===== config.mk =====
export PLATFORM = sky130hd
export DESIGN_NAME = fsm_seq_driver
export DESIGN_NICKNAME = d
export VERILOG_FILES = /design/src/rtl/fsm_seq_driver.sv
export SDC_FILE = /design/constraint.sdc
export NUM_CORES = 1
export LEC_CHECK = 0
export CAP_MARGIN = 10
export CORE_MARGIN = 10
export CORE_UTILIZATION = 30
export DETAILED_ROUTE_END_ITERATION = 8
export DONT_BUFFER_PORTS = 1
export GPL_TIMING_DRIVEN = 0
export HOLD_SLACK_MARGIN = 0.03
export SYNTH_ARGS = -nofsm -noshare
export SYNTH_HDL_FRONTEND = slang
export SYNTH_SLANG_ARGS = --single-unit

===== constraint.sdc =====
create_clock -name clk -period 4.95 [get_ports clk]
set_input_delay 0.495 -clock clk [delete_from_list [all_inputs] [get_ports clk]]
set_output_delay 0.495 -clock clk [all_outputs]
set_load 0.03 [all_outputs]

===== src/rtl/fsm_seq_driver.sv =====
// fsm_seq_driver
//   Drives the 2-bit input of a 5-state Mealy control FSM (S0..S4) and checks
//   its 2-bit output against an internal cycle-accurate model of that FSM.
//   Each accepted command steers the FSM from its current state to a target
//   state along the shortest path. Every non-reset cycle the returned output
//   is compared with the model's output.
// Ports
//   clk, reset          clock; synchronous active-high reset
//   cmd_valid/ready     command handshake; cmd_target is the state index 0..4
//   fsm_input           drive to the FSM (combinational from registers only)
//   fsm_output          FSM Mealy output for the current fsm_input
//   busy                high while steering
//   done                1-cycle pulse when the target is reached
//   step_count          transitions used by the last command
//   cmd_err             1-cycle pulse after an illegal target is accepted
//   mismatch            1-cycle pulse, cycle after an output mismatch
//   err_count           saturating mismatch total since reset
module fsm_seq_driver #(
  parameter int CNT_W  = 8,
  parameter int STEP_W = 2
) (
  input  logic              clk,
  input  logic              reset,
  input  logic              cmd_valid,
  output logic              cmd_ready,
  input  logic [2:0]        cmd_target,
  output logic [1:0]        fsm_input,
  input  logic [1:0]        fsm_output,
  output logic              busy,
  output logic              done,
  output logic [STEP_W-1:0] step_count,
  output logic              cmd_err,
  output logic              mismatch,
  output logic [CNT_W-1:0]  err_count
);

  typedef enum logic {IDLE, STEER} ctrl_e;

  // Input that keeps the FSM where it is. S3 has no self-loop; 00 lets it
  // drift to S2, which is accepted behaviour while idle.
  function automatic logic [1:0] hold_in(input logic [2:0] s);
    case (s)
      3'd1, 3'd2: hold_in = 2'b10;
      default:    hold_in = 2'b00;
    endcase
  endfunction

  // First hop of the shortest path from cur to tgt.
  function automatic logic [1:0] route_in(input logic [2:0] cur, input logic [2:0] tgt);
    route_in = 2'b00;
    case (cur)
      3'd0: route_in = (tgt == 3'd1) ? 2'b10 : 2'b11;
      3'd1: begin
        if (tgt == 3'd0)      route_in = 2'b00;
        else if (tgt == 3'd2) route_in = 2'b01;
        else                  route_in = 2'b11;
      end
      3'd2: begin
        if (tgt == 3'd3)      route_in = 2'b11;
        else if (tgt == 3'd4) route_in = 2'b01;
        else                  route_in = 2'b00;
      end
      3'd3: route_in = (tgt == 3'd2) ? 2'b00 : 2'b10;
      3'd4: route_in = 2'b10;
      default: route_in = 2'b00;
    endcase
  endfunction

  // Model FSM: returns {next_state, mealy_out}.
  function automatic logic [4:0] trans(input logic [2:0] s, input logic [1:0] in);
    trans = {3'd0, 2'b00};
    case (s)
      3'd0: case (in)
        2'b00: trans = {3'd0, 2'b01};
        2'b01: trans = {3'd0, 2'b00};
        2'b10: trans = {3'd1, 2'b01};
        default: trans = {3'd2, 2'b00};
      endcase
      3'd1: case (in)
        2'b00: trans = {3'd0, 2'b11};
        2'b01: trans = {3'd2, 2'b11};
        2'b10: trans = {3'd1, 2'b10};
        default: trans = {3'd3, 2'b10};
      endcase
      3'd2: case (in)
        2'b00: trans = {3'd0, 2'b00};
        2'b01: trans = {3'd4, 2'b01};
        2'b10: trans = {3'd2, 2'b00};
        default: trans = {3'd3, 2'b00};
      endcase
      3'd3: case (in)
        2'b00: trans = {3'd2, 2'b11};
        2'b01: trans = {3'd4, 2'b01};
        2'b10: trans = {3'd4, 2'b01};
        default: trans = {3'd4, 2'b11};
      endcase
      3'd4: case (in)
        2'b00: trans = {3'd4, 2'b00};
        2'b01: trans = {3'd0, 2'b00};
        2'b10: trans = {3'd0, 2'b10};
        default: trans = {3'd4, 2'b11};
      endcase
      default: trans = {3'd0, 2'b00};
    endcase
  endfunction

  ctrl_e             ctrl_q, ctrl_d;
  logic [2:0]        model_q, model_d;
  logic [2:0]        tgt_q, tgt_d;
  logic [STEP_W-1:0] step_q, step_d;
  logic              done_q, done_d;
  logic              cmd_err_q, cmd_err_d;
  logic              mismatch_q, mismatch_d;
  logic [CNT_W-1:0]  err_q, err_d;
  logic [1:0]        exp_out;

  always_comb begin
    ctrl_d     = ctrl_q;
    tgt_d      = tgt_q;
    step_d     = step_q;
    done_d     = 1'b0;
    cmd_err_d  = 1'b0;
    cmd_ready  = 1'b0;
    busy       = 1'b0;
    fsm_input  = hold_in(model_q);
    case (ctrl_q)
      IDLE: begin
        cmd_ready = 1'b1;
        if (cmd_valid) begin
          if (cmd_target <= 3'd4) begin
            tgt_d  = cmd_target;
            step_d = '0;
            ctrl_d = STEER;
          end else begin
            cmd_err_d = 1'b1;
          end
        end
      end
      STEER: begin
        busy = 1'b1;
        if (model_q == tgt_q) begin
          ctrl_d = IDLE;
          done_d = 1'b1;
        end else begin
          fsm_input = route_in(model_q, tgt_q);
          step_d    = step_q + 1'b1;
        end
      end
      default: ctrl_d = IDLE;
    endcase

    {model_d, exp_out} = trans(model_q, fsm_input);
    mismatch_d = (fsm_output != exp_out);
    err_d      = err_q;
    if (mismatch_d && (err_q != {CNT_W{1'b1}}))
      err_d = err_q + 1'b1;
  end

  always_ff @(posedge clk) begin
    if (reset) begin
      ctrl_q     <= IDLE;
      model_q    <= 3'd0;
      tgt_q      <= 3'd0;
      step_q     <= '0;
      done_q     <= 1'b0;
      cmd_err_q  <= 1'b0;
      mismatch_q <= 1'b0;
      err_q      <= '0;
    end else begin
      ctrl_q     <= ctrl_d;
      model_q    <= model_d;
      tgt_q      <= tgt_d;
      step_q     <= step_d;
      done_q     <= done_d;
      cmd_err_q  <= cmd_err_d;
      mismatch_q <= mismatch_d;
      err_q      <= err_d;
    end
  end

  assign done       = done_q;
  assign step_count = step_q;
  assign cmd_err    = cmd_err_q;
  assign mismatch   = mismatch_q;
  assign err_count  = err_q;

endmodule


Yosys cells after proc, flatten, opt, wreduce, memory -nomap -nowiden
Cells that the tools add are included.

Register bits: 20. Input bits: 8. Output and inout port bits: 17. Logic and storage cells: 67.

$add $sub $neg: 2. Magnitude comparators: 1. Eq/ne operators: 16. Mux-type cells: 28. Bitwise logic cells: 2. Reduce and logical (&&, ||, !) cells: 10.

Operator list (count): one-hot mux 5 bit (3 select lines) (2); one-hot mux 5 bit (5 select lines) (1); one-hot mux 4 bit (3 select lines) (2); two-way mux 2 bit (10); == test 3 x 2 -> 1 bit (second input constant) (4); one-hot mux 2 bit (5 select lines) (1); one-hot mux 5 bit (2 select lines) (1); two-way mux 1 bit (9); adder 8 x 1 -> 8 bit (second input constant) (1); inequality test 8 bit (second input constant) (1); == test 3 x 1 -> 1 bit (second input constant) (2); == test 3 bit (second input constant) (2); zero test 3 bit (2); inequality test 2 bit (second input constant) (3); AND reduction 3 bit (2); OR reduction 2 bit (3); one-hot mux 2 bit (2 select lines) (1); == test 3 bit (1); <= comparator 3 bit (second input constant) (1); OR reduction 3 bit (1); adder 2 x 1 -> 2 bit (second input constant) (1); == test 2 x 1 -> 1 bit (second input constant) (1); == test 2 bit (second input constant) (1); zero test 2 bit (1); 4 further kinds (5).

Longest topological paths before layout
Gate-level depths: netlist (run 1).

Word-level depth: 12. Gate-level depth with buffers: 16. Mapped depth without buffers: 14.

Least setup slack after synthesis (run 1)
Ideal clock, no wire load.

Kind: register to register. From: register model_q[2]. To: register err_q[5] (netlist: err_count[5]). Library setup time: 0.115 ns. Arrival time: 3.663 ns. Required time: 4.835 ns. Slack: 1.172 ns. Stages on the path, launching flop included: 16. Path buffers: 2. Period minus slack after synthesis: 3.778 ns. Cells stage by stage: dfxtp_1 -> buf_2 -> xor2_2 -> o31ai_4 -> mux2_2 -> o22ai_1 -> inv_1 -> ha_1 -> o21ai_0 -> o31ai_1 -> a22o_1 -> a211o_1 -> nor3_2 -> buf_6 -> nor4_1 -> o21ba_2.

Word-level cells in the longest chain between the ends: 11. Elaborated cells on any way between the ends: 23. Classes of those cells: 8 x eq/ne; 10 x mux; 5 x reduce/logical.

Ends and longest elaborated chain: start, declared (RTL line 108) `logic [2:0] model_q, model_d;`; start signal, assigned (RTL line 171) `model_q <= model_d;`; == test 3 x 2 -> 1 bit / == test 3 x 1 -> 1 bit (equally long branches) (RTL line 42, 51); OR reduction 2 bit (RTL line 42) `case (s)`; two-way mux 2 bit (RTL line 42); two-way mux 2 bit (RTL line 141) `if (model_q == tgt_q) begin`; two-way mux 2 bit * (RTL line 126) `case (ctrl_q)`; via fsm_input[1] (RTL line 27) `output logic [1:0] fsm_input,`; == test 2 bit / == test 2 x 1 -> 1 bit (equally long branches); OR reduction 2 bit (no line); one-hot mux 5 bit (2 select lines) (RTL line 91) `3'd3: case (in)`; one-hot mux 5 bit (5 select lines) * (RTL line 72) `case (s)`; inequality test 2 bit * (RTL line 153) `mismatch_d = (fsm_output != exp_out);`; logical AND 1 bit * (RTL line 155) `if (mismatch_d && (err_q != {CNT_W{1'b1}}))`; end signal, assigned (RTL line 177) `err_q <= err_d;`; end, declared (RTL line 114) `logic [CNT_W-1:0] err_q, err_d;`.

Mark *: on every way through the listed nets, which the timed path passes. The rest lies on a longest branch. A chain may end at the register's enable or synchronous reset.

Worst setup path after layout (run 1)
Same ends and word-level chain as after synthesis.

==> results.py, run 1 <==
metrics = {
    "synth": {
        "synth_top_cell_by_area": "dfxtp_1",
        "synth_top_family_by_area": "simple AND/OR/NAND/NOR gates",
        "avgSynthCellArea_sq_um": 8.350,
        "synth.net_count": 168,
        "synth-simple-area-share_pct": 23.60,
        "synthArstFlopShare_pct": 0,
        "ys_seq_area_share_pct": 31.34,
        "synth_compound_area_share_pct": 23.41,
        "synthMuxAreaShare_pct": 2.449,
        "yosysWarnings": 0,
        "syn_area_sq_um": 1277,
        "yosys.cell_types.count": 47,
        "synthXorXnorAreaFrac_pct": 6.660,
        "ys_ff_latch": 20,
        "synth_edf_count": 0,
        "syn_inst": 153,
        "synth_top_area_share_pct": 31.34,
        "synth_fa_ha_area_share_pct": 6.856,
        "netlist_top_cells_area": "dfxtp_1 (31%), ha_1 (6.9%), a21oi_1 (5.9%)",
        "synth_ff_type": "dfxtp_1",
    },
    "setup_path": {
        "reg2reg_to": "err_count[5]",
        "critical_path_class": "register to register",
        "r2r-start": "model_q[2]",
        "cp_max_fo": 10,
        "critPathLaunchType": "register",
        "cp-end-kind": "register",
        "critPathRequiredTime_ns": 5.11,
        "worst_r2r_path_depth": 15,
        "r2r_slack_ns": 0.76,
        "arrival_ns": 4.36,
    },
    "cts": {
        "clock_sinks": 20,
        "tritoncts": "yes",
        "postCtsSetupRepairBufs": 0,
        "cts_buffers": 3,
        "clkTransAtPathRegs_ns": 0.08,
        "cts_buffer_depth": 2,
        "clock_latency_ns": 0.26,
        "cts_max_level": 1,
        "cts_hold_buffers": 0,
        "root_buffer": "clkbuf_8",
        "cts_repair_resize_count": 0,
    },
    "floorplanning": {
        "num_io_pins": 25,
        "design.core.area_sq_um": 4058,
        "die_h_um": 85.26,
        "die_area_sq_um": 7268,
        "rows": 23,
        "die_x_um": 85.26,
        "initial_core_util_pct": 31.48,
    },
    "cells_and_area": {
        "num_antenna_cells": 0,
        "final_cell_mix": "dfxtp_1 (20), a21oi_1 (15), nor2_1 (14)",
        "register_area_sq_um": 400.4,
        "fillers": 442,
        "layout.nets": 173,
        "syn2layout_area_growth_pct": 10.48,
        "drive_gt1_share_pct": 11.46,
        "stdcell_count": 207,
        "multi_input_area_sq_um": 804.5,
        "mostFrequentLayoutCell": "dfxtp_1",
    },
    "global_route": {
        "grt_pass1_vias": 1102,
        "grt-ovfl-total": 0,
        "grt_use_total_pct": 8.275,
        "grt_max_degree": 13,
        "antenna_found_initial": 0,
        "grt_pass1_wl_um": 5209,
    },
    "detailed_routing": {
        "vias": 1077,
        "drt-pass1-iter-count": 4,
        "drt-total-wl_um": 2932,
        "remaining_drc_errors": 0,
        "drt_iter0_markers": 31,
        "wire_per_inst_um": 14.16,
        "postRouteAntennaNets": 0,
        "viasPerCell": 5.203,
    },
    "placed_design": {
        "place_congestion": 0.7894,
        "place_inst": 203,
        "place_ws_ns": 0.6899,
        "portBuffers": 0,
        "place.detailed.hpwl_um": 2227,
    },
    "timing": {
        "setup_viol": 0,
        "worst_pin_slew_ns": 0.8938,
        "max_freq_mhz": 238.6,
        "setup_slack_ns": 0.7581,
        "finalMaxSlewViolations": 0,
        "slew_headroom_pct": 40.42,
        "skew_ns": 0.005493,
        "rsz0062_at_grt": "false",
        "post-route-period-util_pct": 84.68,
        "fin_setup_tns_ns": 0,
        "final.min_clock_period_ns": 4.192,
        "hold_viol": 0,
    },
    "run": {
        "cap_violations": 0,
    },
    "power": {
        "ir_worst_vdd_uv": 272.9,
        "p_leak_nw": 0.5426,
        "pwr_density_cell_nw_per_um2": 434.9,
    },
    "outcome": {
        "outcome": "complete, no violations",
    },
    "worst_hold_path": {
        "hold_class": "input port to register",
        "min_to": "tgt_q[0]",
        "min-delay-start": "cmd_target[0]",
        "min_path_cells": 2,
    },
}
-- cell type report --
class | instances | share of cell area, %
multi-input cells | 117 | 57.00
flip-flops and latches | 20 | 28.37
well taps | 50 | 4.433
plain buffers | 8 | 3.014
clock buffers | 3 | 2.926
clock inverters | 1 | 2.128
inverters | 8 | 2.128
-- how the worst max path moves through the flow --
stage | startpoint | end | slack, ns | cells past startpoint
final | model_q[2] | err_count[5] | 0.76 | 15
after global routing | model_q[2] | err_count[1] | 0.42 | 15
after CTS | model_q[2] | err_count[5] | 0.68 | 15
after detailed placement | model_q[2] | err_count[5] | 0.69 | 15
after global placement | model_q[2] | err_count[5] | 0.75 | 15
after floorplan | model_q[2] | err_count[5] | 1.17 | 15
-- kinds of logic (layout without fill, tap and decap cells) --
kind of cell               count (synthesis)  count (layout)
AOI/OAI and AO/OA                         43              43
xor gates and xnor gates                   8               8
adders and majority gates                  7               7
buffers and inverters                     16              20
DFF                                       20              20
muxes                                      3               3
and+or+nand+nor                           56              56
-- worst max-delay path: stages (launching register included) --
cell,delay (ns)
dfxtp_1,0.30
buf_2,0.17
xor2_2,0.18
o31ai_4,0.40
mux2_2,0.38
o22ai_1,0.68
inv_1,0.23
ha_1,0.27
o21ai_0,0.14
o31ai_1,0.09
a22o_1,0.22
a211o_1,0.27
nor3_2,0.29
buf_6,0.19
nor4_1,0.06
o21ba_2,0.21
-- cells in the mapped netlist (2+ instances only) --
library cell	instances
dfxtp_1	20
a21oi_1	15
nor2_1	14
o21ai_0	9
inv_1	8
ha_1	7
nor3_1	7
nand2_1	6
xor2_1	6
or3_1	5
buf_2	4
nand3_1	4
nor3b_1	3
a211o_1	2
and2_1	2
and3_1	2
and4_1	2
clkbuf_1	2
mux2i_1	2
nand2b_1	2
nand4_1	2
nor2b_1	2
o31ai_1	2
xor2_2	2
-- sequential cells by signal (all words and copies together), names as in the netlist --
| signal | cells |
|---|---|
| err_count | 8 |
| done | 1 |
| model_q | 3 |
| ctrl_q | 1 |
| step_count | 2 |
| cmd_err | 1 |
| mismatch | 1 |
| tgt_q | 3 |
-- through the flow --
| step | total power [W] | hold WS, ns | util (%) | area (sq um) |
|---|---|---|---|---|
| floorplan | 0.0004107 | 0.5069 | - | 1277 |
| global placement | 0.0004540 | 0.5511 | 33.03 | 1340 |
| detailed placement | 0.0004569 | 0.5532 | 33.03 | 1340 |
| CTS | 0.0006231 | 0.3887 | 34.78 | 1411 |
| global route | 0.0006633 | 0.4171 | 34.78 | 1411 |
| finish | 0.0006138 | 0.3959 | 34.78 | 1411 |
-- layer usage --
| metal | GRT usage (%) | routed length (um) | vias up |
|---|---|---|---|
| met5 | 0 | 0 | - |
| met4 | 1.347 | 8 | 0 |
| met2 | 14.58 | 1378 | 16 |
| met1 | 9.367 | 1366 | 504 |
| li1 | - | - | 555 |
| met3 | 3.059 | 178 | 2 |
-- where the power goes --
group | internal (W) | switching, W | leakage [nW]
clock network | 0.000108 | 0.0000566 | 0.0357
logic | 0.0000879 | 0.000129 | 0.344
registers | 0.000181 | 0.0000517 | 0.163
total | 0.000376 | 0.000237 | 0.543
Note: power is estimated with default switching activity, not from simulation.
==> run 2, diff against run 1 <==
clock period = 3.9 ns   (was 4.95 ns; I/O delays follow)
==> results.py, run 2 (synthesis results as in run 1) <==
metrics = {
    "outcome": {
        "outcome": "complete, no violations",
    },
    "cts": {
        "cts_buffers": 3,
        "clock_latency_ns": 0.26,
        "tritoncts": "yes",
        "cts_hold_buffers": 0,
        "clkTransAtPathRegs_ns": 0.08,
        "cts_buffer_depth": 2,
        "cts_max_level": 1,
        "clock_sinks": 20,
        "root_buffer": "clkbuf_8",
    },
    "floorplanning": {
        "rows": 23,
        "design.core.area_sq_um": 4058,
        "initial_core_util_pct": 31.48,
        "num_io_pins": 25,
        "die_x_um": 85.26,
        "die_area_sq_um": 7268,
        "die_h_um": 85.26,
    },
    "detailed_routing": {
        "postRouteAntennaNets": 0,
        "met3WireLength_um": 174,
        "vias": 1097,
        "remaining_drc_errors": 0,
        "viasPerCell": 5.274,
        "wire_per_inst_um": 14.45,
        "wl_met1_um": 1400,
        "routed-wl-met2_um": 1422,
        "drt-total-wl_um": 3005,
        "highest_layer": "met4",
        "drt-pass1-iter-count": 2,
        "drt_iter0_markers": 34,
    },
    "timing": {
        "finalMaxSlewViolations": 0,
        "setup_viol": 0,
        "hold_viol": 0,
        "slew_headroom_pct": 64.32,
        "post-route-period-util_pct": 94.00,
        "fin_setup_tns_ns": 0,
        "skew_ns": 0.005694,
        "setup_slack_ns": 0.2339,
        "max_freq_mhz": 272.8,
        "worst_pin_slew_ns": 0.5351,
        "fin_hold_ws_ns": 0.2899,
        "final.min_clock_period_ns": 3.666,
    },
    "setup_path": {
        "cp-end-kind": "register",
        "critPathLaunchType": "register",
        "arrival_ns": 3.83,
        "cp_max_fo": 10,
        "critPathRequiredTime_ns": 4.06,
        "critical_path_class": "register to register",
    },
    "global_route": {
        "grt_use_total_pct": 8.295,
        "grt_max_degree": 13,
        "grt_pass1_vias": 1107,
        "antenna_found_initial": 0,
        "grt-ovfl-total": 0,
        "grt_pass1_wl_um": 5216,
    },
    "power": {
        "p_leak_nw": 0.5527,
        "p_total_w": 0.0008048,
        "ir_worst_vdd_uv": 344.7,
        "pwr_density_cell_nw_per_um2": 552.1,
    },
    "cells_and_area": {
        "finalCoreUtilization_pct": 35.92,
        "num_antenna_cells": 0,
        "largest_reg_flops": 8,
        "layout.nets": 174,
        "drive_gt1_share_pct": 15.19,
        "final_cell_mix": "dfxtp_1 (20), a21oi_1 (15), nor2_1 (13)",
        "syn2layout_area_growth_pct": 14.10,
        "mostFrequentLayoutCell": "dfxtp_1",
    },
    "placed_design": {
        "place.detailed.hpwl_um": 2227,
        "place_ws_ns": -0.3601,
        "portBuffers": 0,
        "place_congestion": 0.7894,
    },
    "worst_hold_path": {
        "hold_class": "input port to register",
    },
    "run": {
        "cap_violations": 0,
    },
}
-- run 2: timing repair --
action | CTS | global route
endpoints found under the hold margin | 0 | 0
endpoints found under the setup margin | 8 | 8
gates resized for setup | 3 | 6
buffers inserted | 0 | 1
pin swaps | 0 | 3
-- run 2: per-stage QoR --
stage	cells	instance area (sq um)
6_report	208	1458
3_5_place_dp	203	1340
2_1_floorplan	153	1277
3_3_place_gp	203	1340
5_1_grt	208	1458
4_1_cts	207	1428
-- run 2: cell type report --
cell class	instances	area (sq um)
buffer	8	46.29
clock buffer	3	41.29
clock inverter	1	30.03
fill	439	2600
inverter	8	30.03
multi-input combinational	117	839.6
sequential	20	400.4
tap	50	62.56
timing repair buffer	1	7.507
-- run 2: worst max-delay path: stages (launching register included) --
cell	delay [ns]
dfxtp_1	0.30
buf_2	0.16
xor2_1	0.18
o31ai_4	0.37
mux2_2	0.41
o22ai_4	0.36
ha_1	0.32
nand2b_1	0.16
a32oi_2	0.27
nor3_1	0.07
a211o_1	0.30
nor3_4	0.22
buf_6	0.18
nor4_1	0.06
o21ba_2	0.21
-- run 2: path summary, 6_finish.rpt --
kind / startpoint / depth (start not counted) / endpoint / slack (ns)
worst max-delay path: model_q[0] / 14 / err_count[5] / 0.23
worst min-delay path: cmd_target[0] / 2 / tgt_q[0] / 0.29
worst max register to register: model_q[0] / 14 / err_count[5] / 0.23
worst min register to register: tgt_q[0] / 2 / tgt_q[0] / 0.56
-- run 2: per-layer routing --
metal	up-vias	global-route usage [%]
li1	562	-
met1	518	9.258
met2	15	14.78
met3	2	3.059
met4	0	1.347
met5	-	0
-- run 2: power breakdown --
part           total (W)  internal (W)  switching [W]  leakage (nW)
combinational   0.000302      0.000125       0.000178         0.354
sequential      0.000295      0.000229      0.0000654         0.163
clock           0.000208      0.000137      0.0000708        0.0357
total           0.000805      0.000491       0.000314         0.553
==> run 3, diff against run 2 <==
CORE_UTILIZATION = 34   (was 30)
==> results.py, run 3 (synthesis results as in run 1) <==
metrics = {
    "global_route": {
        "grt_max_degree": 11,
        "grt_pass1_vias": 1217,
        "grt_pass1_wl_um": 5388,
        "grt_use_total_pct": 9.960,
        "antenna_found_initial": 0,
        "grt-ovfl-total": 0,
    },
    "detailed_routing": {
        "remaining_drc_errors": 0,
        "postRouteAntennaNets": 0,
        "viasPerCell": 5.610,
        "drt-pass1-iter-count": 4,
        "drt-total-wl_um": 3099,
        "wire_per_inst_um": 15.12,
        "drt_iter0_markers": 45,
        "vias": 1150,
    },
    "setup_path": {
        "critPathRequiredTime_ns": 4.03,
        "r2r_slack_ns": 0.19,
        "crit_buf_inv": 2,
        "cp_max_fo": 10,
        "reg2reg_to": "err_count[1]",
        "max_stage_delay_ns": 0.41,
        "critPathLaunchType": "register",
        "cp_slowest_cell": "mux2_2",
        "critical_path.cell_chain": "buf_2, xor2_1, o31ai_4, mux2_2, o22ai_4, ha_1, nand2b_1, a32oi_1, nor3_1, a211o_1, nor3_4, buf_6, mux2i_1, nor2_1",
        "cp-end-kind": "register",
        "arrival_ns": 3.84,
        "critPathTopFamily": "compound AO/OA/AOI/OAI gates",
        "worst_r2r_path_depth": 14,
        "critical_path_class": "register to register",
        "r2r-start": "model_q[0]",
    },
    "floorplanning": {
        "rows": 22,
        "num_io_pins": 25,
        "die_x_um": 81.30,
        "initial_core_util_pct": 35.16,
        "die_h_um": 81.30,
        "design.core.area_sq_um": 3633,
        "die_area_sq_um": 6609,
    },
    "timing": {
        "setup_viol": 0,
        "slew_headroom_pct": 65.60,
        "hold_viol": 0,
        "worst_pin_slew_ns": 0.5154,
        "skew_ns": 0.002044,
        "post-route-period-util_pct": 95.16,
        "finalMaxSlewViolations": 0,
        "setup_slack_ns": 0.1886,
        "final.min_clock_period_ns": 3.711,
        "max_freq_mhz": 269.4,
    },
    "power": {
        "pwr_density_cell_nw_per_um2": 516.6,
        "ir_worst_vdd_uv": 210.4,
        "p_leak_nw": 0.5372,
    },
    "placed_design": {
        "place_congestion": 0.8364,
        "place.detailed.hpwl_um": 2368,
        "placed_area_sq_um": 1338,
        "place_ws_ns": -0.3289,
        "portBuffers": 0,
    },
    "cts": {
        "cts_max_level": 1,
        "cts_buffers": 3,
        "tritoncts": "yes",
        "clock_sinks": 20,
        "root_buffer": "clkbuf_8",
        "clkTransAtPathRegs_ns": 0.07,
        "clock_latency_ns": 0.25,
        "cts_buffer_depth": 2,
    },
    "cells_and_area": {
        "num_antenna_cells": 0,
        "final_cell_mix": "dfxtp_1 (19), a21oi_1 (15), nor2_1 (13)",
        "finalInstanceArea_sq_um": 1419,
        "layout.nets": 174,
        "drive_gt1_share_pct": 14.65,
        "mostFrequentLayoutCell": "dfxtp_1",
        "syn2layout_area_growth_pct": 11.07,
        "largest_reg_flops": 8,
    },
    "worst_hold_path": {
        "min_path_cells": 2,
        "min-delay-start": "cmd_target[0]",
        "min_to": "tgt_q[0]",
        "hold_class": "input port to register",
    },
    "outcome": {
        "outcome": "complete, no violations",
    },
    "run": {
        "cap_violations": 0,
    },
}
## run 3: how the worst max path moves through the flow
stage / from / endpoint / slack (ns) / cells after the start
after floorplan: model_q[2] / err_count[5] / 0.12 / 15
after CTS: model_q[0] / err_count[1] / 0.06 / 15
after detailed placement: model_q[2] / err_count[1] / -0.33 / 15
after global routing: model_q[0] / err_count[7] / -0.05 / 15
final: model_q[0] / err_count[1] / 0.19 / 14
after global placement: model_q[2] / err_count[5] / -0.22 / 14
## run 3: power by group
part / internal [W] / switching [W]
Clock: 0.0000687 / 0.0000631
Sequential: 0.000229 / 0.0000652
Combinational: 0.000124 / 0.000182
## run 3: area by class of cell
| class | count | area, sq um |
|---|---|---|
| Multi-Input combinational cell | 117 | 832.0 |
| Sequential cell | 20 | 401.6 |
| Tap cell | 48 | 60.06 |
| Buffer | 8 | 46.29 |
| Clock buffer | 3 | 41.29 |
| Timing Repair Buffer | 1 | 7.507 |
| Fill cell | 394 | 2215 |
| Inverter | 8 | 30.03 |
## run 3: per-stage QoR
stage / power, W / util [%] / std cells / TNS, ns / hold WS (ns)
after floorplan: 0.0005213 / - / 153 / 0 / 0.5069
after CTS: 0.0007287 / 38.40 / 204 / 0 / 0.2880
after detailed placement: 0.0005835 / 36.81 / 201 / -2.195 / 0.5623
final: 0.0007330 / 39.05 / 205 / 0 / 0.2907
after global routing: 0.0007881 / 39.05 / 205 / -0.09426 / 0.2861
after global placement: 0.0005661 / 36.81 / 201 / -1.350 / 0.5431
## run 3: per-layer routing
layer	track usage (%)	wire length [um]	vias up
li1	-	-	560
met1	10.14	1191	563
met2	18.09	1608	27
met3	4.746	299	0
met4	2.076	0	0
met5	0	0	-
## run 3: worst reg2reg max path: cells and delay by family (launching register included)
kind | cells | cell delay, ns
buffers and inverters | 2 | 0.34
XOR/XNOR | 1 | 0.18
adder cells (fa/ha/maj) | 1 | 0.32
flip-flops | 1 | 0.30
AND/OR/NAND/NOR | 4 | 0.50
multiplexers | 2 | 0.60
AO/OA/AOI/OAI | 4 | 1.34
## run 3: timing repair
action                     4_1_cts  5_1_grt
resized for setup                3        6
hold buffers                     0        0
pin swaps                        0        2
setup endpoints to repair        8        8
buffers inserted                 0        1
